$ cat src/rtl/geo_frame_seq.sv
// Frame sequencer for the geofence core: fetches a target point plus six polygon
// vertices per frame, waits for the core verdict, and logs one result bit per frame.
module geo_frame_seq #(
    parameter int TIMEOUT = 255
) (
    input  logic        clk,
    input  logic        reset,
    input  logic        start,
    input  logic [7:0]  num_frames,
    output logic        mem_rd,
    output logic [10:0] mem_addr,
    input  logic [9:0]  mem_x,
    input  logic [9:0]  mem_y,
    output logic        pt_vld,
    output logic [9:0]  core_x,
    output logic [9:0]  core_y,
    input  logic        core_valid,
    input  logic        core_inside,
    output logic        result_we,
    output logic [7:0]  result_addr,
    output logic        result_bit,
    output logic        busy,
    output logic        done,
    output logic        err,
    output logic [7:0]  inside_cnt
);

    typedef enum logic [1:0] {IDLE, FETCH, WAIT, DONE} state_t;

    localparam logic [7:0] TIMER_LAST = 8'(TIMEOUT - 1);
    localparam logic [2:0] PT_LAST    = 3'd6;

    state_t      state;
    logic [7:0]  frames;
    logic [7:0]  frame_idx;
    logic [7:0]  timer;
    logic [10:0] base;
    logic [10:0] next_base;
    logic [2:0]  pt_idx;
    logic        last_frame;

    // Each frame occupies seven consecutive words, so stepping the base is a plain add.
    assign next_base  = base + 11'd7;
    assign last_frame = (frame_idx == frames - 8'd1);

    assign core_x      = mem_x;
    assign core_y      = mem_y;
    assign result_we   = (state == WAIT) && core_valid;
    assign result_addr = frame_idx;
    assign result_bit  = core_inside;

    always_ff @(posedge clk) begin
        if (reset) begin
            state      <= IDLE;
            mem_rd     <= 1'b0;
            mem_addr   <= '0;
            pt_vld     <= 1'b0;
            busy       <= 1'b0;
            done       <= 1'b0;
            err        <= 1'b0;
            inside_cnt <= '0;
            frames     <= '0;
            frame_idx  <= '0;
            timer      <= '0;
            base       <= '0;
            pt_idx     <= '0;
        end else begin
            // Read data lands one cycle after the strobe, so the point qualifier trails it.
            pt_vld <= mem_rd;
            case (state)
                IDLE: begin
                    if (start) begin
                        inside_cnt <= '0;
                        err        <= 1'b0;
                        if (num_frames != 8'd0) begin
                            frames    <= num_frames;
                            frame_idx <= '0;
                            base      <= '0;
                            pt_idx    <= '0;
                            mem_addr  <= '0;
                            mem_rd    <= 1'b1;
                            busy      <= 1'b1;
                            state     <= FETCH;
                        end else begin
                            done  <= 1'b1;
                            state <= DONE;
                        end
                    end
                end
                FETCH: begin
                    if (pt_idx == PT_LAST) begin
                        mem_rd <= 1'b0;
                        timer  <= '0;
                        state  <= WAIT;
                    end else begin
                        pt_idx   <= pt_idx + 3'd1;
                        mem_addr <= mem_addr + 11'd1;
                    end
                end
                WAIT: begin
                    // A verdict on the last timer cycle still wins over the abort.
                    if (core_valid) begin
                        if (core_inside)
                            inside_cnt <= inside_cnt + 8'd1;
                        if (last_frame) begin
                            busy  <= 1'b0;
                            done  <= 1'b1;
                            state <= DONE;
                        end else begin
                            frame_idx <= frame_idx + 8'd1;
                            base      <= next_base;
                            mem_addr  <= next_base;
                            pt_idx    <= '0;
                            mem_rd    <= 1'b1;
                            state     <= FETCH;
                        end
                    end else if (timer == TIMER_LAST) begin
                        err   <= 1'b1;
                        busy  <= 1'b0;
                        done  <= 1'b1;
                        state <= DONE;
                    end else begin
                        timer <= timer + 8'd1;
                    end
                end
                DONE: begin
                    done  <= 1'b0;
                    state <= IDLE;
                end
                default: state <= IDLE;
            endcase
        end
    end

endmodule
$ cat config.mk
export PLATFORM = sky130hd
export DESIGN_NAME = geo_frame_seq
export DESIGN_NICKNAME = d
export VERILOG_FILES = /design/src/rtl/geo_frame_seq.sv
export SDC_FILE = /design/constraint.sdc
export NUM_CORES = 1
export LEC_CHECK = 0
export ABC_AREA = 1
export CAP_MARGIN = 20
export CORE_MARGIN = 5
export CORE_UTILIZATION = 40
export DETAILED_ROUTE_END_ITERATION = 8
export MAX_ROUTING_LAYER = met4
export PLACE_DENSITY = 0.61
export SLEW_MARGIN = 20
export SYNTH_ARGS = -nofsm -noshare
export SYNTH_HDL_FRONTEND = slang
export SYNTH_SLANG_ARGS = --single-unit
export TNS_END_PERCENT = 5
$ cat constraint.sdc
create_clock -name clk -period 2.04 [get_ports clk]
set_input_delay 0.51 -clock clk [delete_from_list [all_inputs] [get_ports clk]]
set_output_delay 0.51 -clock clk [all_outputs]
set_load 0.02 [all_outputs]
==> metrics.md <==
| Metric | Value |
|---|---|
| Clk slew on worst S/H paths | `0.07 ns` |
| Fill cells | `approximately 1,100` |
| FFs w/ async S/R, synth | `0%` |
| Lkg Pwr | `approximately 2.4 nW` |
| Delay-heaviest family, CP | `buffers and inverters` |
| Cell Rows | `37` |
| Clk root buf | `clkbuf_8` |
| Via Count | `around 4,300` |
| Net switching power figure | `approximately 3.3 mW` |
| Net Count, Synth | `a little over 700` |
| Yosys warns | `0` |
| DR WL/cell | `about 13 um` |
| Largest cells by area after synthesis | `dfxtp_1 31%, nand2_1 15%, nor2_1 7.7%` |
| Skew final | `~0.009 ns` |
| Largest net degree at the start of global routing | `26` |
| Max Slew Vio Count | `0` |
| Via density | `5.02` |
| Post-synth cell types | `36` |
| Final WL | `11.2 mm` |
| Share of cells above drive strength 1 | `14.7%` |
| Worst Path Required | `1.53 ns` |
| Final setup vio count | `0` |
| Gr ovfl total | `0` |
| Clock H-tree levels | `3` |
| Unrepaired setup endpoints after global routing | `true` |
| Vias in the first global route | `around 4,200` |
| Critical path peak fanout | `2` |
| Main synth FF type | `dfxtp_1` |
| Worst Tran Pin Value | `0.506 ns` |
| TritonRoute pass-1 iters | `5` |
| Clk buf depth | `2` |
| PwrDens | `1380 nW/um2` |
| Arrival @ worst endpoint | `1.48 ns` |
| Count leader, synth | `nand2_1` |
| Post-synthesis cell count | `between 600 and 700` |
| Outcome | `finished clean` |
| CTS tree | `done` |
| Commonest cells post-synth | `171 x nand2_1, 86 x nor2_1, 83 x inv_1` |
| Final period utilization | `just under 100%` |
| Die area | `about 13,000 um2` |
| Total power | `~7 mW` |
| RD Place Congestion | `between 0.8 and 0.9` |
| Hold Crit Class | `reg -> reg` |
| Initial antenna violation count | `0` |
| Sequential area share after synthesis | `approximately 31%` |
| Hold Vio Cnt, Final | `0` |
| # IOs | `87` |
| Starting DRC count in detailed routing | `approximately 240` |
| Max VDD drop | `635 uV` |
| Synth area leader | `dfxtp_1` |
| Initial Utilization | `40.7%` |
| Clk sink count | `64` |
| Hold_sp | `mem_rd` |
| Post-synth EDFFs | `0` |
| Global-route wire length before repair | `between 15 and 20 mm` |
| Remaining DRCs | `0` |
| Crit path cell chain | `clkdlybuf4s50_1 -> nand2_1 -> inv_1 -> clkdlybuf4s15_1` |
| Min Tclk post-route | `~2 ns` |
| MaxCap Viol Count | `0` |
| Post-DP HPWL | `about 8.1 mm` |
| Fmax | `roughly 500 MHz` |
| Area of the multi-input gates | `about 2400 um2` |
| Buffers plus inverters on the worst setup path | `3` |
| CP startpoint | `core_valid` |
| Clk pwr share | `a little over an eighth` |
| Slowest cell on crit path | `clkdlybuf4s50_1` |
| Critical R2R Launch | `state[0]` |
| Total CTS buffers | `9` |
| Slew margin rel. | `66.2%` |
| # port buffers | `46` |
| Chip width | `about 110 um` |
| Fin nets | `approximately 760` |
| Syn avg cell area | `6.37 um2` |
| Critical path type | `in -> out` |
| Register bit count reported by yosys | `64` |
| Clk_lat worst skew | `between 0.3 and 0.4 ns` |
| Gate power share | `59.7%` |
| Setup crit end kind | `output pin` |
| Post-route setup TNS | `0 ns` |
| Post-synth top area share | `between 30% and 40%` |
| GRT Total Usage | `18.3%` |
| Area Growth Syn to Fin | `24.8%` |
| Die Y | `around 110 um` |
| DRT antenna net count | `0` |
| Core box area | `slightly above 10,000 um2` |
| Antenna Cells | `0` |
| Sequential Area | `about 1300 um2` |
| Post-layout util | `around half` |
| Sequential power share | `a little over a quarter` |
| Int Pwr | `between 3 and 4 mW` |
| CP peak stage delay | `just over 0.5 ns` |
| Critical Path Source Type | `primary input` |
| Synthesized area | `4180 um2` |
| Switching Fraction | `between 40% and 50%` |
==> through the flow <==
step           setup WS [ns]  hold slack (ns)  cell area [um2]  instances
6_report              0.0452            0.456             5220        857
5_1_grt             -0.00822            0.487             5220        857
4_1_cts              0.00819            0.460             5010        850
3_5_place_dp          -0.265            0.446             4840        834
3_3_place_gp          -0.265            0.438             4840        834
2_1_floorplan          0.150            0.457             4180        656
==> area by class of cell <==
cell class	instances	area share (%)
clock buffer	9	2.37
sequential	64	24.6
multi-input combinational	461	45.5
timing repair buffer	93	17.1
tap	136	3.26
clock inverter	7	0.911
inverter	87	6.26
==> registers in the layout, summed over array words and instances (netlist names) <==
name and count:
base 11, mem_addr 11, frames 8, inside_cnt 8, result_addr 8, timer 8
pt_idx 3, state 2, busy 1, done 1, err 1, mem_rd 1
pt_vld 1
==> cell families (layout without fill, tap and decap cells) <==
| kind of cell | after synthesis | in the layout | synth area share [%] |
|---|---|---|---|
| adder cells (fa/ha/maj) | 15 | 15 | 4.49 |
| XOR/XNOR | 11 | 11 | 2.30 |
| AO/OA/AOI/OAI | 66 | 66 | 8.32 |
| buffers and inverters | 131 | 196 | 14.9 |
| flip-flops | 64 | 64 | 30.6 |
| AND/OR/NAND/NOR | 369 | 369 | 39.3 |
==> placed cells by master (no fill, tap or decap), types with 7 or more instances in the layout <==
master	n
inv_1	79
xor2_1	7
a21oi_1	31
nor2_2	12
ha_1	12
o21ai_0	25
buf_4	40
nor2_1	82
nor3_1	7
nand3_1	40
dfxtp_1	60
clkbuf_8	9
nand4_1	36
nand2_1	168
clkdlybuf4s50_1	41
inv_2	7
==> per-layer routing <==
layer	vias to the layer above	global-route usage [%]	part of all wire [%]
li1	2194	-	-
met1	2028	22.6	46
met2	70	30.5	49
met3	9	4.53	4.0
met4	0	3.61	0.84
met5	-	-	0
==> worst paths after layout <==
| path | depth (start not counted) | end | slack (ns) |
|---|---|---|---|
| min | 2 | pt_vld | 0.46 |
| max reg2reg | 13 | inside_cnt[6] | 0.08 |
| max | 4 | result_we | 0.05 |
| min reg2reg | 2 | pt_vld | 0.46 |
==> power by group through the flow <==
stage	clock, mW	sequential (mW)	combinational, mW
after floorplan	0	2.02	2.52
after global placement	0	1.91	3.75
after detailed placement	0	1.92	3.82
after CTS	1.01	1.90	3.84
after global routing	1.08	1.97	4.84
final	0.985	1.92	4.30
==> worst register-to-register path: stages, from the launching register on <==
cell and delay [ns]:
dfxtp_2 0.35, inv_2 0.05, ha_4 0.17, buf_4 0.17
inv_2 0.07, nor2_1 0.04, nor2_1 0.11, nand2_2 0.09
nor3_2 0.21, nand2_1 0.11, nor2_2 0.14, nand2_1 0.09
or2_0 0.21, a21oi_1 0.11
==> what timing repair did <==
item	CTS	global route
resized for setup	3	36
buffers inserted	0	3
gates cloned	0	4
endpoints found under the hold margin	0	0
hold buffers	0	0
endpoints found under the setup margin	2	44
pin swaps	0	8
Note: power is estimated with default switching activity, not from simulation.
